### config.mk
export PLATFORM = sky130hd
export DESIGN_NAME = lcd_char_writer
export DESIGN_NICKNAME = d
export VERILOG_FILES = /design/src/rtl/lcd_char_writer.sv
export SDC_FILE = /design/constraint.sdc
export NUM_CORES = 1
export LEC_CHECK = 0
export CORE_ASPECT_RATIO = 1.5
export CORE_MARGIN = 2
export CORE_UTILIZATION = 30
export CTS_BUF_LIST = sky130_fd_sc_hd__clkbuf_2 sky130_fd_sc_hd__clkbuf_4 sky130_fd_sc_hd__clkbuf_8
export CTS_CLUSTER_SIZE = 16
export DETAILED_ROUTE_END_ITERATION = 10
export PLACE_DENSITY = 0.48
export SLEW_MARGIN = 10
export SYNTH_ARGS = -nofsm -noshare
export SYNTH_HDL_FRONTEND = slang
export SYNTH_SLANG_ARGS = --single-unit
### constraint.sdc
create_clock -name CLK_I -period 2.6 [get_ports CLK_I]
set_input_delay 0.26 -clock CLK_I [delete_from_list [all_inputs] [get_ports CLK_I]]
set_output_delay 0.26 -clock CLK_I [all_outputs]
set_load 0.01 [all_outputs]
### src/rtl/lcd_char_writer.sv
// lcd_char_writer: takes bytes from the UART receiver over valid/ready and
// writes them to an HD44780-compatible 16x2 LCD on an 8-bit write-only bus.
// Runs the LCD power-up init itself and tracks the cursor column so that
// line 2 (0xC0) and line 1 (0x80) addresses are issued at wrap points.
// Optional build macro LCD_CTRL_CHAR_EN: CR (0x0D) moves to the other line
// and FF (0x0C) clears the display instead of being printed.
module lcd_char_writer #(
  parameter int PWRUP_CYC = 405_000,
  parameter int CMD_CYC   = 1_350,
  parameter int CLR_CYC   = 54_000,
  parameter int EN_CYC    = 14
) (
  input  logic       CLK_I,
  input  logic       RST_I,
  input  logic [7:0] DATA_I,
  input  logic       VALID_I,
  output logic       READY_O,
  output logic       INIT_DONE_O,
  output logic       LCD_RS_O,
  output logic       LCD_RW_O,
  output logic       LCD_EN_O,
  output logic [7:0] LCD_DATA_O
);

  // Delay counter must hold the longest wait; never narrower than 19 bits.
  localparam int MAX_PC  = (PWRUP_CYC > CLR_CYC) ? PWRUP_CYC : CLR_CYC;
  localparam int MAX_EC  = (CMD_CYC > EN_CYC) ? CMD_CYC : EN_CYC;
  localparam int MAX_CYC = (MAX_PC > MAX_EC) ? MAX_PC : MAX_EC;
  localparam int CNT_RAW = $clog2(MAX_CYC + 1);
  localparam int CNT_W   = (CNT_RAW < 19) ? 19 : CNT_RAW;

  typedef enum logic [2:0] {
    ST_PWRUP, ST_INIT, ST_IDLE, ST_SETUP, ST_STROBE, ST_HOLD, ST_WAIT, ST_WRAP
  } state_t;

  // What the write cycle in flight is doing; decides where WAIT goes next.
  typedef enum logic [1:0] {
    K_INIT, K_CHAR, K_CMD
  } kind_t;

  state_t           r_state;
  state_t           w_state_next;
  logic [CNT_W-1:0] r_cnt;
  logic [CNT_W-1:0] w_term;
  logic             w_cnt_done;
  logic [2:0]       r_idx;
  logic [2:0]       w_idx_next;
  logic [4:0]       r_col;
  logic [4:0]       w_col_next;
  logic [4:0]       w_col_inc;
  kind_t            r_kind;
  kind_t            w_ld_kind;
  logic             w_ld;
  logic [7:0]       w_ld_data;
  logic             w_ld_rs;
  logic             w_is_clr;
  logic             r_rs;
  logic [7:0]       r_data;
  logic             r_en;
  logic             r_ready;
  logic             r_init_done;

  // Power-up command list: 8-bit/2-line twice, display on, clear, entry inc.
  function automatic logic [7:0] init_cmd(input logic [2:0] idx);
    case (idx)
      3'd0, 3'd1: init_cmd = 8'h38;
      3'd2:       init_cmd = 8'h0C;
      3'd3:       init_cmd = 8'h01;
      default:    init_cmd = 8'h06;
    endcase
  endfunction

  assign w_is_clr   = !r_rs && (r_data == 8'h01);
  assign w_col_inc  = r_col + 5'd1;
  assign w_cnt_done = (r_cnt == w_term);

  // Terminal count for the current state (state length minus one).
  always_comb begin
    w_term = '0;
    case (r_state)
      ST_PWRUP:          w_term = CNT_W'(PWRUP_CYC - 1);
      ST_SETUP, ST_HOLD: w_term = CNT_W'(1);
      ST_STROBE:         w_term = CNT_W'(EN_CYC - 1);
      ST_WAIT:           w_term = w_is_clr ? CNT_W'(CLR_CYC - 1) : CNT_W'(CMD_CYC - 1);
      default:           w_term = '0;
    endcase
  end

  // Next-state logic plus the loads for the byte latched on SETUP entry.
  always_comb begin
    w_state_next = r_state;
    w_ld         = 1'b0;
    w_ld_data    = r_data;
    w_ld_rs      = r_rs;
    w_ld_kind    = r_kind;
    w_col_next   = r_col;
    w_idx_next   = r_idx;
    case (r_state)
      ST_PWRUP: begin
        if (w_cnt_done) begin
          w_state_next = ST_INIT;
          w_idx_next   = 3'd0;
        end
      end
      ST_INIT: begin
        w_state_next = ST_SETUP;
        w_ld         = 1'b1;
        w_ld_data    = init_cmd(r_idx);
        w_ld_rs      = 1'b0;
        w_ld_kind    = K_INIT;
      end
      ST_IDLE: begin
        if (VALID_I) begin
          w_state_next = ST_SETUP;
          w_ld         = 1'b1;
          w_ld_data    = DATA_I;
          w_ld_rs      = 1'b1;
          w_ld_kind    = K_CHAR;
`ifdef LCD_CTRL_CHAR_EN
          if (DATA_I == 8'h0D) begin
            // CR jumps to the start of the other line.
            w_ld_data  = r_col[4] ? 8'h80 : 8'hC0;
            w_ld_rs    = 1'b0;
            w_ld_kind  = K_CMD;
            w_col_next = r_col[4] ? 5'd0 : 5'd16;
          end else if (DATA_I == 8'h0C) begin
            // FF clears the display and homes the cursor.
            w_ld_data  = 8'h01;
            w_ld_rs    = 1'b0;
            w_ld_kind  = K_CMD;
            w_col_next = 5'd0;
          end
`endif
        end
      end
      ST_SETUP: begin
        if (w_cnt_done) w_state_next = ST_STROBE;
      end
      ST_STROBE: begin
        if (w_cnt_done) w_state_next = ST_HOLD;
      end
      ST_HOLD: begin
        if (w_cnt_done) w_state_next = ST_WAIT;
      end
      ST_WAIT: begin
        if (w_cnt_done) begin
          case (r_kind)
            K_INIT: begin
              if (r_idx == 3'd4) begin
                w_state_next = ST_IDLE;
              end else begin
                w_idx_next   = r_idx + 3'd1;
                w_state_next = ST_INIT;
              end
            end
            K_CHAR: begin
              w_col_next = w_col_inc;
              if ((w_col_inc == 5'd16) || (w_col_inc == 5'd0))
                w_state_next = ST_WRAP;
              else
                w_state_next = ST_IDLE;
            end
            default: w_state_next = ST_IDLE;
          endcase
        end
      end
      ST_WRAP: begin
        // Column already advanced: 16 means line 2, 0 means back to line 1.
        w_state_next = ST_SETUP;
        w_ld         = 1'b1;
        w_ld_data    = (r_col == 5'd16) ? 8'hC0 : 8'h80;
        w_ld_rs      = 1'b0;
        w_ld_kind    = K_CMD;
      end
      default: w_state_next = ST_PWRUP;
    endcase
  end

  // State register.
  always_ff @(posedge CLK_I) begin
    if (RST_I) r_state <= ST_PWRUP;
    else       r_state <= w_state_next;
  end

  // Delay counter: restarts on every state change, saturates otherwise.
  always_ff @(posedge CLK_I) begin
    if (RST_I)                        r_cnt <= '0;
    else if (w_state_next != r_state) r_cnt <= '0;
    else if (r_cnt != '1)             r_cnt <= r_cnt + 1'b1;
  end

  // Datapath and pin registers; bus changes only when entering SETUP.
  always_ff @(posedge CLK_I) begin
    if (RST_I) begin
      r_idx       <= 3'd0;
      r_col       <= 5'd0;
      r_kind      <= K_INIT;
      r_rs        <= 1'b0;
      r_data      <= 8'h00;
      r_en        <= 1'b0;
      r_ready     <= 1'b0;
      r_init_done <= 1'b0;
    end else begin
      r_idx       <= w_idx_next;
      r_col       <= w_col_next;
      r_en        <= (w_state_next == ST_STROBE);
      r_ready     <= (w_state_next == ST_IDLE);
      r_init_done <= r_init_done | (w_state_next == ST_IDLE);
      if (w_ld) begin
        r_rs   <= w_ld_rs;
        r_data <= w_ld_data;
        r_kind <= w_ld_kind;
      end
    end
  end

  assign READY_O     = r_ready;
  assign INIT_DONE_O = r_init_done;
  assign LCD_RS_O    = r_rs;
  assign LCD_RW_O    = 1'b0;
  assign LCD_EN_O    = r_en;
  assign LCD_DATA_O  = r_data;

endmodule

==> metrics.yaml, run 1 <==
run_status:
  status: "finished, final reports clean"
yosys:
  async_flop_share_pct: 0
  ys.flop_type: "dfxtp_1"
  ys_warn_count: 0
  synth-edff-count: 0
  avgSynthCellArea_sq_um: 7.92
  synthCells: 347
  seq_area_frac_synth_pct: 32.0
  ys_seq_elements: 44
  ys_types: 65
  syn_nets: 366
  syn_area_sq_um: 2750
critical_path:
  r2r_cells: 8
  cp.arrival_ps: 2680
  cp-end-kind: "flip-flop"
  worstReg2RegStart: "r_state[0]"
  r2r_setup_slack_ps: 140
  required_ps: 2810
  critical_path_class: "flip-flop to flip-flop"
  path_max_fanout: 7
  start_kind: "flip-flop"
  reg2reg_to: "INIT_DONE_O"
global_route:
  grt_busiest_layer: "met2"
  gr-usage-met2_pct: 32.0
  grtUsageMet3_pct: 2.68
  grt_max_degree: 25
  grt_overflow: 0
  antenna_found_initial: 0
  grt_pass1_vias: 2713
  grt_pass1_wl_mm: 13.2
  met1_usage_pct: 18.7
  grt_usage_pct: 17.4
timing:
  rsz0062_at_grt: "no"
  fin_setup_tns_ps: 0
  finalCritPeriodShare_pct: 94.8
  setup_viol_count_final: 0
  fin_skew_ps: 11.9
  hold_slack_ps: 494
  fmax_ghz: 0.406
  hold_violations: 0
  final_max_slew_viol_count: 0
  min_period_ps: 2460
floorplanning:
  io_pins: 24
  rows: 42
  die_w_um: 82.2
  die_area_sq_um: 9960
  start_util_pct: 31.0
  dieHeight_um: 121
  core_area_sq_um: 8880
placement:
  io_buffers: 22
  gp_congestion: 0.902
  dp_hpwl_mm: 6.21
finish:
  drive_gt1_share_pct: 14.2
  regArea_sq_um: 882
  final_nets: 405
  antenna_cells: 0
  multiInputGateArea_sq_um: 1770
  area_growth_pct: 22.6
  nFillCells: 938
cts:
  clock_sinks: 44
  htreeDepth: 2
  numCtsBuffers: 5
  ctsHoldBuffers: 0
  clk_pin_slew_worst_paths_ps: 90
  clockRootBuffer: "clkbuf_8"
  clockBufferDepth: 2
  cts_tree: "built"
  clock_latency_ps: 310
routing:
  via_per_inst: 5.42
  drcViolationCount: 0
  finalWirelength_mm: 8.01
  vias: 2688
  final_antenna_net_count: 0
  wl_per_cell_um: 16.1
  first_pass_iters: 4
  drt_first_iter_violations: 112
power:
  seqPwrFrac_pct: 57.9
  p_int_w: 0.000902
  switching_power_w: 0.000282
  power_density_nw_per_um2: 351
  vdd_drop_max_uv: 207
  power.share.switching_pct: 23.8
  power_frac_comb_pct: 5.0
  p_clk_share_pct: 37.1
  p_leak_nw: 1.16
hold_path:
  min_to: "INIT_DONE_O"
  hold_depth: 1
  min_path_type: "flip-flop to flip-flop"
  holdCritStartpoint: "INIT_DONE_O"
flow_run:
  drv_cap: 0
[timing repair]
item | in CTS | in global routing
setup endpoints to repair | 0 | 28
resized for setup | 0 | 9
buffers inserted | 0 | 0
hold endpoints to repair | 0 | 0
[layout make-up]
class / count / area share, %
Tap cell: 110 / 4.08
Clock buffer: 6 / 2.27
Timing Repair Buffer: 50 / 13.1
Inverter: 14 / 1.56
Multi-Input combinational cell: 271 / 52.6
Clock inverter: 1 / 0.149
Sequential cell: 44 / 26.2
[sequential cells by signal, indices dropped and copies added (netlist names)]
signal and flops:
r_kind 2, LCD_RS_O 1, r_col 5, r_cnt 19, r_state 3, r_idx 3, INIT_DONE_O 1, LCD_DATA_O 8
READY_O 1, LCD_EN_O 1
[synthesized netlist by cell type, drive strengths merged (2+ instances only)]
| library cell | number | share of area [%] |
|---|---|---|
| a211oi | 6 | 1.6 |
| a21o | 2 | 0.55 |
| a21oi | 20 | 3.6 |
| a22oi | 2 | 0.55 |
| a311oi | 2 | 0.64 |
| a31o | 2 | 0.64 |
| a31oi | 5 | 1.1 |
| a32o | 3 | 1.1 |
| a32oi | 2 | 0.64 |
| a41oi | 2 | 0.64 |
| and2 | 2 | 0.46 |
| and3 | 3 | 0.68 |
| and3b | 2 | 0.64 |
| and4 | 5 | 1.6 |
| buf | 7 | 1.5 |
| clkbuf | 11 | 1.5 |
| dfxtp | 44 | 32 |
| ha | 8 | 3.6 |
| inv | 13 | 1.8 |
| mux2i | 6 | 2.2 |
| nand2 | 22 | 3.0 |
| nand2b | 4 | 0.91 |
| nand3 | 8 | 1.5 |
| nand3b | 2 | 0.55 |
| nand4 | 11 | 2.5 |
| nor2 | 38 | 5.2 |
| nor2b | 5 | 1.1 |
| nor3 | 28 | 5.5 |
| nor3b | 3 | 0.82 |
| nor4 | 9 | 2.5 |
| nor4b | 2 | 0.64 |
| o211ai | 2 | 0.73 |
| o21ai | 19 | 3.5 |
| o22ai | 4 | 1.4 |
| o311ai | 2 | 0.64 |
| or2 | 4 | 0.91 |
| or3 | 2 | 0.46 |
| xnor2 | 7 | 2.2 |
| xor2 | 10 | 3.2 |
[worst max-delay path by stage]
stage | from | slack [ps] | cells after the start | to
finish | r_state[0] | 140 | 8 | INIT_DONE_O
floorplan | LCD_DATA_O[0] | 270 | 8 | r_cnt[10]
global placement | r_state[2] | 100 | 9 | INIT_DONE_O
global route | r_state[0] | 6 | 8 | INIT_DONE_O
detailed placement | r_state[0] | 100 | 8 | INIT_DONE_O
CTS | r_state[0] | 80 | 8 | READY_O
[cells in the final DEF, fill, tap and decap left out, drive strengths merged, types with 3 or more instances in the layout]
| cell type | count |
|---|---|
| nor3 | 28 |
| nand3 | 8 |
| inv | 13 |
| nand2b | 4 |
| a32o | 3 |
| dfxtp | 44 |
| o22ai | 4 |
| clkdlybuf4s50 | 22 |
| buf | 28 |
| a31oi | 5 |
| nor2b | 5 |
| nor4 | 9 |
| mux2i | 6 |
| clkbuf | 6 |
| nor2 | 38 |
| nand2 | 22 |
| or2 | 4 |
| and4 | 5 |
| ha | 8 |
| nand4 | 11 |
| xnor2 | 7 |
| a21oi | 20 |
| xor2 | 10 |
| o21ai | 19 |
| nor3b | 3 |
| a211oi | 6 |
| and3 | 3 |
[worst max-delay path: stages (launching register included)]
cell      delay (ps)
dfxtp_1          370
nand2b_1         210
a221o_1          380
nor4_2           300
buf_4            160
o211ai_2         110
or3_1            390
and3b_1          190
a32o_1           250
[per-layer routing]
layer	vias to the layer above	wire length [um]
met4	0	325
met2	40	4290
met1	1256	3240
met5	-	0
li1	1371	-
met3	21	151
[through the flow]
stage / power (W) / setup slack [ps] / util [%] / cells / area (sq um)
final: 0.00118 / 136 / 37.9 / 496 / 3370
after global routing: 0.00123 / 6.17 / 37.9 / 496 / 3370
after CTS: 0.00120 / 75.6 / 37.5 / 496 / 3330
after detailed placement: 0.000761 / 103 / 36.6 / 489 / 3250
after global placement: 0.000761 / 98.9 / 36.6 / 489 / 3250
after floorplan: 0.000730 / 269 / - / 347 / 2750
[power by group through the flow]
stage	Sequential (W)	Clock (W)	Combinational [W]
2_1_floorplan	0.000700	0	0.0000300
3_3_place_gp	0.000701	0	0.0000596
3_5_place_dp	0.000701	0	0.0000595
4_1_cts	0.000685	0.000455	0.0000596
5_1_grt	0.000687	0.000481	0.0000661
6_report	0.000685	0.000439	0.0000598
[kinds of logic after synthesis]
| logic type | synth area share (%) |
|---|---|
| XOR/XNOR | 5.42 |
| buffers and inverters | 4.92 |
| multiplexers | 2.18 |
| AO/OA/AOI/OAI | 21.4 |
| AND/OR/NAND/NOR | 30.2 |
| flip-flops | 32.0 |
| adder cells (fa/ha/maj) | 3.64 |
| other | 0.136 |
No activity file was read; power rests on OpenSTA's default activity.
==> run 2, diff against run 1 <==
Settings changed: CORE_UTILIZATION 30 to 58, CTS_BUF_LIST sky130_fd_sc_hd__clkbuf_2 sky130_fd_sc_hd__clkbuf_4 sky130_fd_sc_hd__clkbuf_8 to default, PLACE_DENSITY 0.48 to 0.81.
==> metrics.yaml, run 2 (synthesis results as in run 1) <==
run_status:
  status: "finished, final reports clean"  # unchanged
global_route:
  grt_overflow: 0  # unchanged
  grt_pass1_vias: 2694  # was 2,713
  grt_pass1_wl_mm: 12.3  # was 13.2 mm
  grt_max_degree: 25  # unchanged
  grt_usage_pct: 30.4  # was 17.4%
  antenna_found_initial: 0  # unchanged
cts:
  numCtsBuffers: 5  # unchanged
  clockRootBuffer: "clkbuf_8"  # unchanged
  cts_tree: "built"  # unchanged
  clk_pin_slew_worst_paths_ps: 80  # was 90 ps
  clock_latency_ps: 300  # was 310 ps
  clockBufferDepth: 2  # unchanged
  htreeDepth: 2  # unchanged
  clock_sinks: 44  # unchanged
finish:
  layout_commonest_cell: "dfxtp_1"  # unchanged
  final_nets: 394  # was 405
  drive_gt1_share_pct: 13.0  # was 14.2%
  regMostFlops: "r_cnt"  # unchanged
  antenna_cells: 0  # unchanged
  final_core_util_pct: 72.1  # was 37.9%
  area_growth_pct: 19.1  # was 22.6%
  final_cell_mix: "dfxtp_1, nor2_1, nor3_1, nand2_1, clkdlybuf4s50_1"  # was dfxtp_1, nor2_1, buf_4, nor3_1
  instances_no_fill: 440  # was 496
  largest_register_ff_count: 19  # unchanged
timing:
  finalCritPeriodShare_pct: 94.7  # was 94.8%
  hold_slack_ps: 486  # was 494 ps
  fin_setup_tns_ps: 0  # unchanged
  min_period_ps: 2460  # about the same
  setup_viol_count_final: 0  # unchanged
  fin_skew_ps: 4.43  # was 11.9 ps
  final_max_slew_viol_count: 0  # unchanged
  hold_violations: 0  # unchanged
  fmax_ghz: 0.406  # about the same
floorplanning:
  rows: 30  # was 42
  io_pins: 24  # unchanged
  dieHeight_um: 88.3  # was 121 um
  die_area_sq_um: 5320  # was 9960 sq um
  start_util_pct: 60.5  # was 31.0%
  core_area_sq_um: 4540  # was 8880 sq um
  die_w_um: 60.2  # was 82.2 um
critical_path:
  cp.arrival_ps: 2660  # was 2680 ps
  path_max_fanout: 6  # was 7
  start_kind: "flip-flop"  # unchanged
  critical_path_class: "flip-flop to flip-flop"  # unchanged
  cp-end-kind: "flip-flop"  # unchanged
  required_ps: 2800  # was 2810 ps
routing:
  first_pass_iters: 4  # unchanged
  drcViolationCount: 0  # unchanged
  wl_met2_mm: 3.81  # was 4.29 mm
  drt_first_iter_violations: 186  # was 112
  vias: 2765  # was 2,688
  via_per_inst: 6.28  # was 5.42
  top_layer_used: "met4"  # unchanged
  wl_per_cell_um: 16.8  # was 16.1 um
  final_antenna_net_count: 0  # unchanged
  finalWirelength_mm: 7.38  # was 8.01 mm
  dr_wl_met3_um: 334  # was 151 um
  wl_met1_mm: 2.89  # was 3.24 mm
power:
  finalPower_w: 0.00119  # was 0.00118 W
  vdd_drop_max_uv: 266  # was 207 uV
  p_leak_nw: 1.12  # was 1.16 nW
  power_density_nw_per_um2: 365  # was 351 nW/um^2
placement:
  io_buffers: 22  # unchanged
  dp_hpwl_mm: 5.38  # was 6.21 mm
  gp_congestion: 0.909  # was 0.902
  placed_cells: 431  # was 489
hold_path:
  min_path_type: "flip-flop to flip-flop"  # unchanged
flow_run:
  drv_cap: 0  # unchanged
## run 2: report_power, final
group | switching, W | internal [W]
sequential | 0.00000959 | 0.000678
combinational | 0.0000276 | 0.0000270
clock | 0.000236 | 0.000217
total | 0.000273 | 0.000922
## run 2: worst paths after layout
check,startpoint,end,slack [ps],cells past startpoint
max,r_state[2],INIT_DONE_O,140,7
max reg2reg,r_state[2],INIT_DONE_O,140,7
min,INIT_DONE_O,INIT_DONE_O,490,1
min reg2reg,INIT_DONE_O,INIT_DONE_O,490,1
## run 2: per-stage QoR
| step | cell area (sq um) | setup slack [ps] |
|---|---|---|
| finish | 3270 | 138 |
| global route | 3270 | -8.42 |
| CTS | 3200 | 21.3 |
| detailed placement | 3100 | -62.3 |
| global placement | 3100 | -15.5 |
| floorplan | 2750 | 269 |
## run 2: final cells by class
class                      count  area [sq um]
inverter                      14          52.6
fill                         371          1270
tap                           64          80.1
multi-input combinational    271          1810
timing repair buffer          39           364
sequential                    44           881
clock buffer                   8          90.1
## run 2: critical path: stages (launching register included)
cell	delay [ps]
dfxtp_1	470
nand2b_1	160
a221o_1	390
nor4_2	330
o211ai_2	180
or3_1	390
and3b_1	190
a32o_1	250
## run 2: metal layers
metal,GRT usage [%],vias up
met5,0,-
met4,16.0,0
met3,6.73,37
met2,53.4,101
met1,33.2,1281
li1,-,1346
## run 2: timing repair
| item | CTS | global route |
|---|---|---|
| pin swaps | 0 | 2 |
| resized for setup | 2 | 15 |
| endpoints found under the setup margin | 31 | 32 |
| endpoints found under the hold margin | 0 | 0 |
| setup buffers | 0 | 1 |
| hold buffers | 0 | 0 |
